`config.mk`:
```
export PLATFORM = sky130hd
export DESIGN_NAME = alu_seq_flat
export DESIGN_NICKNAME = d
export VERILOG_FILES = /design/src/rtl/alu_seq_if.sv /design/src/rtl/alu_seq.sv /design/src/flat_wrapper.sv
export SDC_FILE = /design/constraint.sdc
export NUM_CORES = 1
export LEC_CHECK = 0
export ABC_AREA = 1
export CAP_MARGIN = 0
export CORE_UTILIZATION = 50
export CTS_CLUSTER_SIZE = 16
export DETAILED_ROUTE_END_ITERATION = 7
export PLACE_DENSITY = 0.79
export SLEW_MARGIN = 25
export SYNTH_ARGS = -nofsm -noshare
export SYNTH_HDL_FRONTEND = slang
export SYNTH_SLANG_ARGS = --single-unit
export TNS_END_PERCENT = 20
```
`constraint.sdc`:
```
create_clock -name clk -period 4.65 [get_ports clk]
set_clock_uncertainty 0.2 [all_clocks]
set_input_delay 0.93 -clock clk [delete_from_list [all_inputs] [get_ports clk]]
set_output_delay 0.93 -clock clk [all_outputs]
set_load 0.03 [all_outputs]
```
`src/rtl/alu_seq_if.sv`:
```
// alu_seq_if: request/response bundle for the sequential ALU.
//   master : requester/consumer side (drives in_valid, operands, out_ready)
//   slave  : ALU side (drives in_ready, out_valid, result, busy)
interface alu_seq_if #(
  parameter int WIDTH = 32
);
  logic             in_valid;
  logic             in_ready;
  logic [WIDTH-1:0] op1;
  logic [WIDTH-1:0] op2;
  logic [2:0]       funct3;
  logic             alt;
  logic             out_valid;
  logic             out_ready;
  logic [WIDTH-1:0] result;
  logic             busy;

  modport master (
    output in_valid, op1, op2, funct3, alt, out_ready,
    input  in_ready, out_valid, result, busy
  );

  modport slave (
    input  in_valid, op1, op2, funct3, alt, out_ready,
    output in_ready, out_valid, result, busy
  );
endinterface

```
`src/rtl/alu_seq.sv`:
```
// alu_seq: multi-cycle RV32I/RV64I integer ALU with valid/ready handshakes.
//   clk, rst_n : clock, asynchronous active-low reset
//   bus        : alu_seq_if.slave
//     in_valid/in_ready   request handshake (op1, op2, funct3, alt)
//     out_valid/out_ready result handshake (result)
//     busy                high while shifting or holding a result
// Non-shift ops finish on the accept edge; shifts iterate SHIFT_STEP bits/cycle.
module alu_seq #(
  parameter int WIDTH      = 32,
  parameter int SHIFT_STEP = 1
) (
  input logic      clk,
  input logic      rst_n,
  alu_seq_if.slave bus
);
  localparam int SHAMT_W = $clog2(WIDTH);
  localparam int SW1     = SHAMT_W + 1;
  // One extra bit so SHIFT_STEP == WIDTH is representable.
  localparam logic [SHAMT_W:0] STEP_C = SW1'(SHIFT_STEP);

  typedef enum logic [1:0] {S_IDLE, S_SHIFT, S_DONE} state_t;

  state_t               r_state, w_state_nxt;
  logic [WIDTH-1:0]     r_work, w_work_nxt;
  logic [SHAMT_W-1:0]   r_cnt, w_cnt_nxt;
  logic [WIDTH-1:0]     r_result, w_result_nxt;
  logic                 r_left, w_left_nxt;
  logic                 r_arith, w_arith_nxt;

  logic                 w_is_shift;
  logic [SHAMT_W-1:0]   w_shamt;
  logic [WIDTH-1:0]     w_alu;
  logic [SHAMT_W-1:0]   w_step;
  logic signed [WIDTH-1:0] w_sra;
  logic [WIDTH-1:0]     w_shifted;

  assign w_is_shift = (bus.funct3[1:0] == 2'b01);
  assign w_shamt    = bus.op2[SHAMT_W-1:0];

  // Single-cycle ops; shifts pass op1 through so shamt==0 needs no special path.
  always_comb begin
    w_alu = bus.op1;
    case (bus.funct3)
      3'b000:  w_alu = bus.alt ? bus.op1 - bus.op2 : bus.op1 + bus.op2;
      3'b010:  w_alu = {{(WIDTH-1){1'b0}}, ($signed(bus.op1) < $signed(bus.op2))};
      3'b011:  w_alu = {{(WIDTH-1){1'b0}}, (bus.op1 < bus.op2)};
      3'b100:  w_alu = bus.op1 ^ bus.op2;
      3'b110:  w_alu = bus.op1 | bus.op2;
      3'b111:  w_alu = bus.op1 & bus.op2;
      default: w_alu = bus.op1;
    endcase
  end

  // step = min(SHIFT_STEP, count); count < WIDTH so the narrow result always fits.
  assign w_step = ({1'b0, r_cnt} < STEP_C) ? r_cnt : STEP_C[SHAMT_W-1:0];
  // Kept in its own signed assignment so >>> is not demoted to a logical shift.
  // The working MSB is the captured op1 sign and is preserved by every SRA step.
  assign w_sra  = $signed(r_work) >>> w_step;
  always_comb begin
    if (r_left)       w_shifted = r_work << w_step;
    else if (r_arith) w_shifted = w_sra;
    else              w_shifted = r_work >> w_step;
  end

  always_comb begin
    w_state_nxt  = r_state;
    w_work_nxt   = r_work;
    w_cnt_nxt    = r_cnt;
    w_result_nxt = r_result;
    w_left_nxt   = r_left;
    w_arith_nxt  = r_arith;
    case (r_state)
      S_IDLE: begin
        if (bus.in_valid) begin
          if (w_is_shift && (w_shamt != '0)) begin
            w_work_nxt  = bus.op1;
            w_cnt_nxt   = w_shamt;
            w_left_nxt  = ~bus.funct3[2];
            w_arith_nxt = bus.funct3[2] & bus.alt;
            w_state_nxt = S_SHIFT;
          end else begin
            w_result_nxt = w_alu;
            w_state_nxt  = S_DONE;
          end
        end
      end
      S_SHIFT: begin
        w_work_nxt = w_shifted;
        w_cnt_nxt  = r_cnt - w_step;
        if (r_cnt == w_step) begin
          w_result_nxt = w_shifted;
          w_state_nxt  = S_DONE;
        end
      end
      S_DONE: begin
        // No accept here: one bubble per op.
        if (bus.out_ready) w_state_nxt = S_IDLE;
      end
      default: w_state_nxt = S_IDLE;
    endcase
  end

  always_ff @(posedge clk or negedge rst_n) begin
    if (!rst_n) begin
      r_state  <= S_IDLE;
      r_work   <= '0;
      r_cnt    <= '0;
      r_result <= '0;
      r_left   <= 1'b0;
      r_arith  <= 1'b0;
    end else begin
      r_state  <= w_state_nxt;
      r_work   <= w_work_nxt;
      r_cnt    <= w_cnt_nxt;
      r_result <= w_result_nxt;
      r_left   <= w_left_nxt;
      r_arith  <= w_arith_nxt;
    end
  end

  assign bus.in_ready  = (r_state == S_IDLE);
  assign bus.out_valid = (r_state == S_DONE);
  assign bus.busy      = (r_state != S_IDLE);
  assign bus.result    = r_result;
endmodule

```
`src/flat_wrapper.sv`:
```
// flat-port wrapper written by rule: the top's interface ports become plain ports
module alu_seq_flat 
#(
  parameter int WIDTH      = 32,
  parameter int SHIFT_STEP = 1
)
  (clk, rst_n, bus_in_valid, bus_op1, bus_op2, bus_funct3, bus_alt, bus_out_ready, bus_in_ready, bus_out_valid, bus_result, bus_busy);
  alu_seq_if #(.WIDTH(WIDTH)) bus_i ();
  input logic clk;
  input logic rst_n;
  input wire logic [$bits(bus_i.in_valid)-1:0] bus_in_valid;
  input wire logic [$bits(bus_i.op1)-1:0] bus_op1;
  input wire logic [$bits(bus_i.op2)-1:0] bus_op2;
  input wire logic [$bits(bus_i.funct3)-1:0] bus_funct3;
  input wire logic [$bits(bus_i.alt)-1:0] bus_alt;
  input wire logic [$bits(bus_i.out_ready)-1:0] bus_out_ready;
  output wire logic [$bits(bus_i.in_ready)-1:0] bus_in_ready;
  output wire logic [$bits(bus_i.out_valid)-1:0] bus_out_valid;
  output wire logic [$bits(bus_i.result)-1:0] bus_result;
  output wire logic [$bits(bus_i.busy)-1:0] bus_busy;
  assign bus_i.in_valid = bus_in_valid;
  assign bus_i.op1 = bus_op1;
  assign bus_i.op2 = bus_op2;
  assign bus_i.funct3 = bus_funct3;
  assign bus_i.alt = bus_alt;
  assign bus_i.out_ready = bus_out_ready;
  assign bus_in_ready = bus_i.in_ready;
  assign bus_out_valid = bus_i.out_valid;
  assign bus_result = bus_i.result;
  assign bus_busy = bus_i.busy;
  alu_seq #(.WIDTH(WIDTH), .SHIFT_STEP(SHIFT_STEP)) u_core (.clk(clk), .rst_n(rst_n), .bus(bus_i));
endmodule
```
==> qor.csv <==
stage,metric,value,unit
finish,Finished Layout Cells,2148,
power,VDD IR max,0.461,mV
logic_synthesis,Cells after Synth,1820,
floorplanning,die area,21900,um^2
placement,placed cells,2132,
power,Comb pwr share,59.8,%
drt,drt via density,5.61,
logic_synthesis,post-synth top area share,17.2,%
critical_path,crit path launch type,input pin,
power,switch share,50.0,%
sta,unrepaired setup endpoints after global routing,no,
critical_path,CP Data Arrival Time,3.86,ns
power,P_leak,6.22,nW
sta,fin crit share,82.4,%
power,pwr/cell area,392,nW/um^2
floorplanning,I/O pin cnt,107,
placement,Port Buf Inserts,106,
grt,vias in the first global route,10900,
logic_synthesis,most area-hungry cell type in the Yosys netlist,dfrtp_1,
power,Pint,0.00235,W
placement,Final HPWL DP,30800,um
finish,ANT cells,0,
logic_synthesis,asr flop ratio synth,100,%
grt,first-pass GRT wire length,59800,um
logic_synthesis,"top cells by count, synth","468 x nand2_1, 311 x inv_1, 221 x nor2_1",
finish,final net count,2044,
status,status,completed,
drt,Initial DRC Count,1204,
critical_path,Setup Crit Path Kind,in2reg,
logic_synthesis,Post-Syn Area,10600,um^2
clock_tree,setup repair bufs after CTS,0,
logic_synthesis,"Seq/Total Area, Yosys",17.2,%
sta,Worst Tran Pin Value,0.996,ns
clock_tree,htree depth,3,
power,sw power,0.00235,W
critical_path,"Critical Path, Cell by Cell","clkdlybuf4s50_1, ha_1, inv_1, fa_1, inv_1, nand3_1, nand3_1, nand2_1, nand2_1, nand2_1, o21ai_0, a21boi_0, o21ai_0, nand4_1, nand2_1, a21oi_1",
drt,DR WL/cell,18.3,um
finish,register area,1830,um^2
floorplanning,initial core utilization,51.7,%
logic_synthesis,most common cell in the synthesized netlist,nand2_1,
critical_path,worst path required time,4.68,ns
floorplanning,chip width,148,um
floorplanning,row count,52,
clock_tree,CTS resizes,0,
sta,highest clock rate,261,MHz
finish,layout cells sized above 1,5.75,%
min_path,type of the most critical hold path,reg2reg,
clock_tree,CTS Buf Count,9,
floorplanning,Core Box Area,20600,um^2
clock_tree,Post-CTS Hold Buffers,0,
clock_tree,clk buf depth,2,
drt,total iterations of the first detailed-routing run,5,
logic_synthesis,Netlist cell types,54,
logic_synthesis,Area contributors post-synth,"dfrtp_1 17%, nand2_1 17%, ha_1 11%",
drt,Routed WL,39200,um
grt,gr ovfl total,0,
drt,Routed Antenna Nets,0,
finish,Area Overhead vs Synth,12.6,%
logic_synthesis,"EDFF count, synth",0,
logic_synthesis,Synth Net Count,1991,
critical_path,Critical-path top delay cell,clkdlybuf4s50_1,
critical_path,Reg2Reg Setup Slack,1.49,ns
sta,setup TNS,0,ns
power,Reg power frac,25.2,%
finish,fill count,2129,
floorplanning,die height,148,um
grt,pin count of the biggest net entering global routing,74,
sta,Pins Over Slew Limit,0,
critical_path,"most used cell, CP",nand2_1,
critical_path,maximum fanout along the worst path,4,
clock_tree,CTS Sinks,73,
clock_tree,"Clk Latency, worst-skew pair",0.34,ns
sta,Slew headroom,33.5,%
grt,GRT Overall Usage,35.8,%
logic_synthesis,Post-synth top flop,dfrtp_1,
clock_tree,root buffer cell,clkbuf_16,
logic_synthesis,Yosys reg bits,73,
grt,initial antenna violation count,0,
sta,Final min period,3.83,ns
drt,via count,12000,
finish,Multi-input gate area,7110,um^2
drt,DRC viols,0,
critical_path,CP max stage delay,0.60,ns
critical_path,CP endpoint kind,register,
power,clock network power share,15.0,%
clock_tree,CTS tree,built,
job,max-cap violation count,0,
clock_tree,"Reg clk slew, reported paths",0.06,ns
sta,Setup Viol. Count Final,0,
logic_synthesis,Synthesis Warnings,0,
logic_synthesis,"Avg Cell Area, Syn",5.84,um^2
placement,GP Congestion,1.01,
sta,"Hold Vio Cnt, Final",0,
worst max-delay path, delay by kind of cell:
family | cells | cell delay [ns]
buffers and inverters | 3 | 0.84
adder cells (fa/ha/maj) | 2 | 0.77
AND/OR/NAND/NOR | 7 | 0.76
AO/OA/AOI/OAI | 4 | 0.55
power groups by stage:
stage | Clock [W] | Sequential [W] | Combinational [W]
after floorplan | 0 | 0.00142 | 0.00163
after global placement | 0 | 0.00118 | 0.00272
after detailed placement | 0 | 0.00118 | 0.00276
after CTS | 0.000706 | 0.00118 | 0.00278
after global routing | 0.000736 | 0.00122 | 0.00308
final | 0.000704 | 0.00119 | 0.00281
placed cells by master, fill, tap and decap left out, types with 11 or more instances in the layout:
master / instances
a211oi_1: 25
a21oi_1: 96
a22oi_1: 11
a31oi_1: 12
buf_4: 16
clkdlybuf4s50_1: 105
dfrtp_1: 73
ha_1: 97
inv_1: 311
inv_2: 12
nand2_1: 468
nand2_2: 14
nand3_1: 106
nor2_1: 220
nor2_2: 18
nor3_1: 12
o21ai_0: 124
o21ai_1: 15
o22ai_1: 20
cell families after synthesis:
family / after synthesis / synth area share (%)
AO/OA/AOI/OAI: 356 / 19.6
XOR/XNOR: 2 / 0.165
adder cells (fa/ha/maj): 99 / 11.8
buffers and inverters: 406 / 16.0
flip-flops: 73 / 17.2
AND/OR/NAND/NOR: 884 / 35.3
sequential cells by signal, summed over array words and instances (netlist names):
signal,count
u_core.r_arith,1
u_core.bus.result,32
u_core.r_cnt,5
u_core.r_left,1
u_core.r_state,2
u_core.r_work,32
path summary, 6_finish.rpt:
kind | startpoint | end | cells after the start
hold reg to reg | u_core.bus.result[10] | u_core.bus.result[10] | 2
max in group asynchronous | rst_n | u_core.bus.result[20] | 1
min in group asynchronous | rst_n | u_core.r_work[6] | 1
hold / removal | u_core.bus.result[10] | u_core.bus.result[10] | 2
setup / recovery | bus_op1[0] | u_core.bus.result[8] | 16
setup reg to reg | u_core.r_cnt[4] | u_core.r_work[26] | 8
through the flow:
step | area (um^2) | power (W) | util (%) | worst slack [ns] | hold WS (ns)
detailed placement | 11700 | 0.00394 | 56.8 | 0.556 | 0.306
finish | 12000 | 0.00470 | 58.2 | 0.818 | 0.322
floorplan | 10600 | 0.00305 | - | 1.89 | 0.267
CTS | 12000 | 0.00466 | 58.2 | 0.904 | 0.323
global route | 12000 | 0.00503 | 58.2 | 0.640 | 0.341
global placement | 11700 | 0.00390 | 56.8 | 0.567 | 0.304
per-layer routing:
layer / track usage (%) / share of wire, % / vias to the layer above
li1: - / - / 5892
met3: 3.92 / 7.0 / 96
met4: 18.1 / 5.2 / 0
met1: 45.9 / 42 / 5490
met2: 59.5 / 46 / 563
met5: 0 / 0 / -
layout make-up:
class	instances	area share, %
well taps	270	2.82
flip-flops and latches	73	15.3
multi-input cells	1341	59.4
clock buffers	9	1.88
repair buffers	122	9.87
inverters	326	10.2
clock inverters	7	0.575
(Power assumes the default switching activity.)
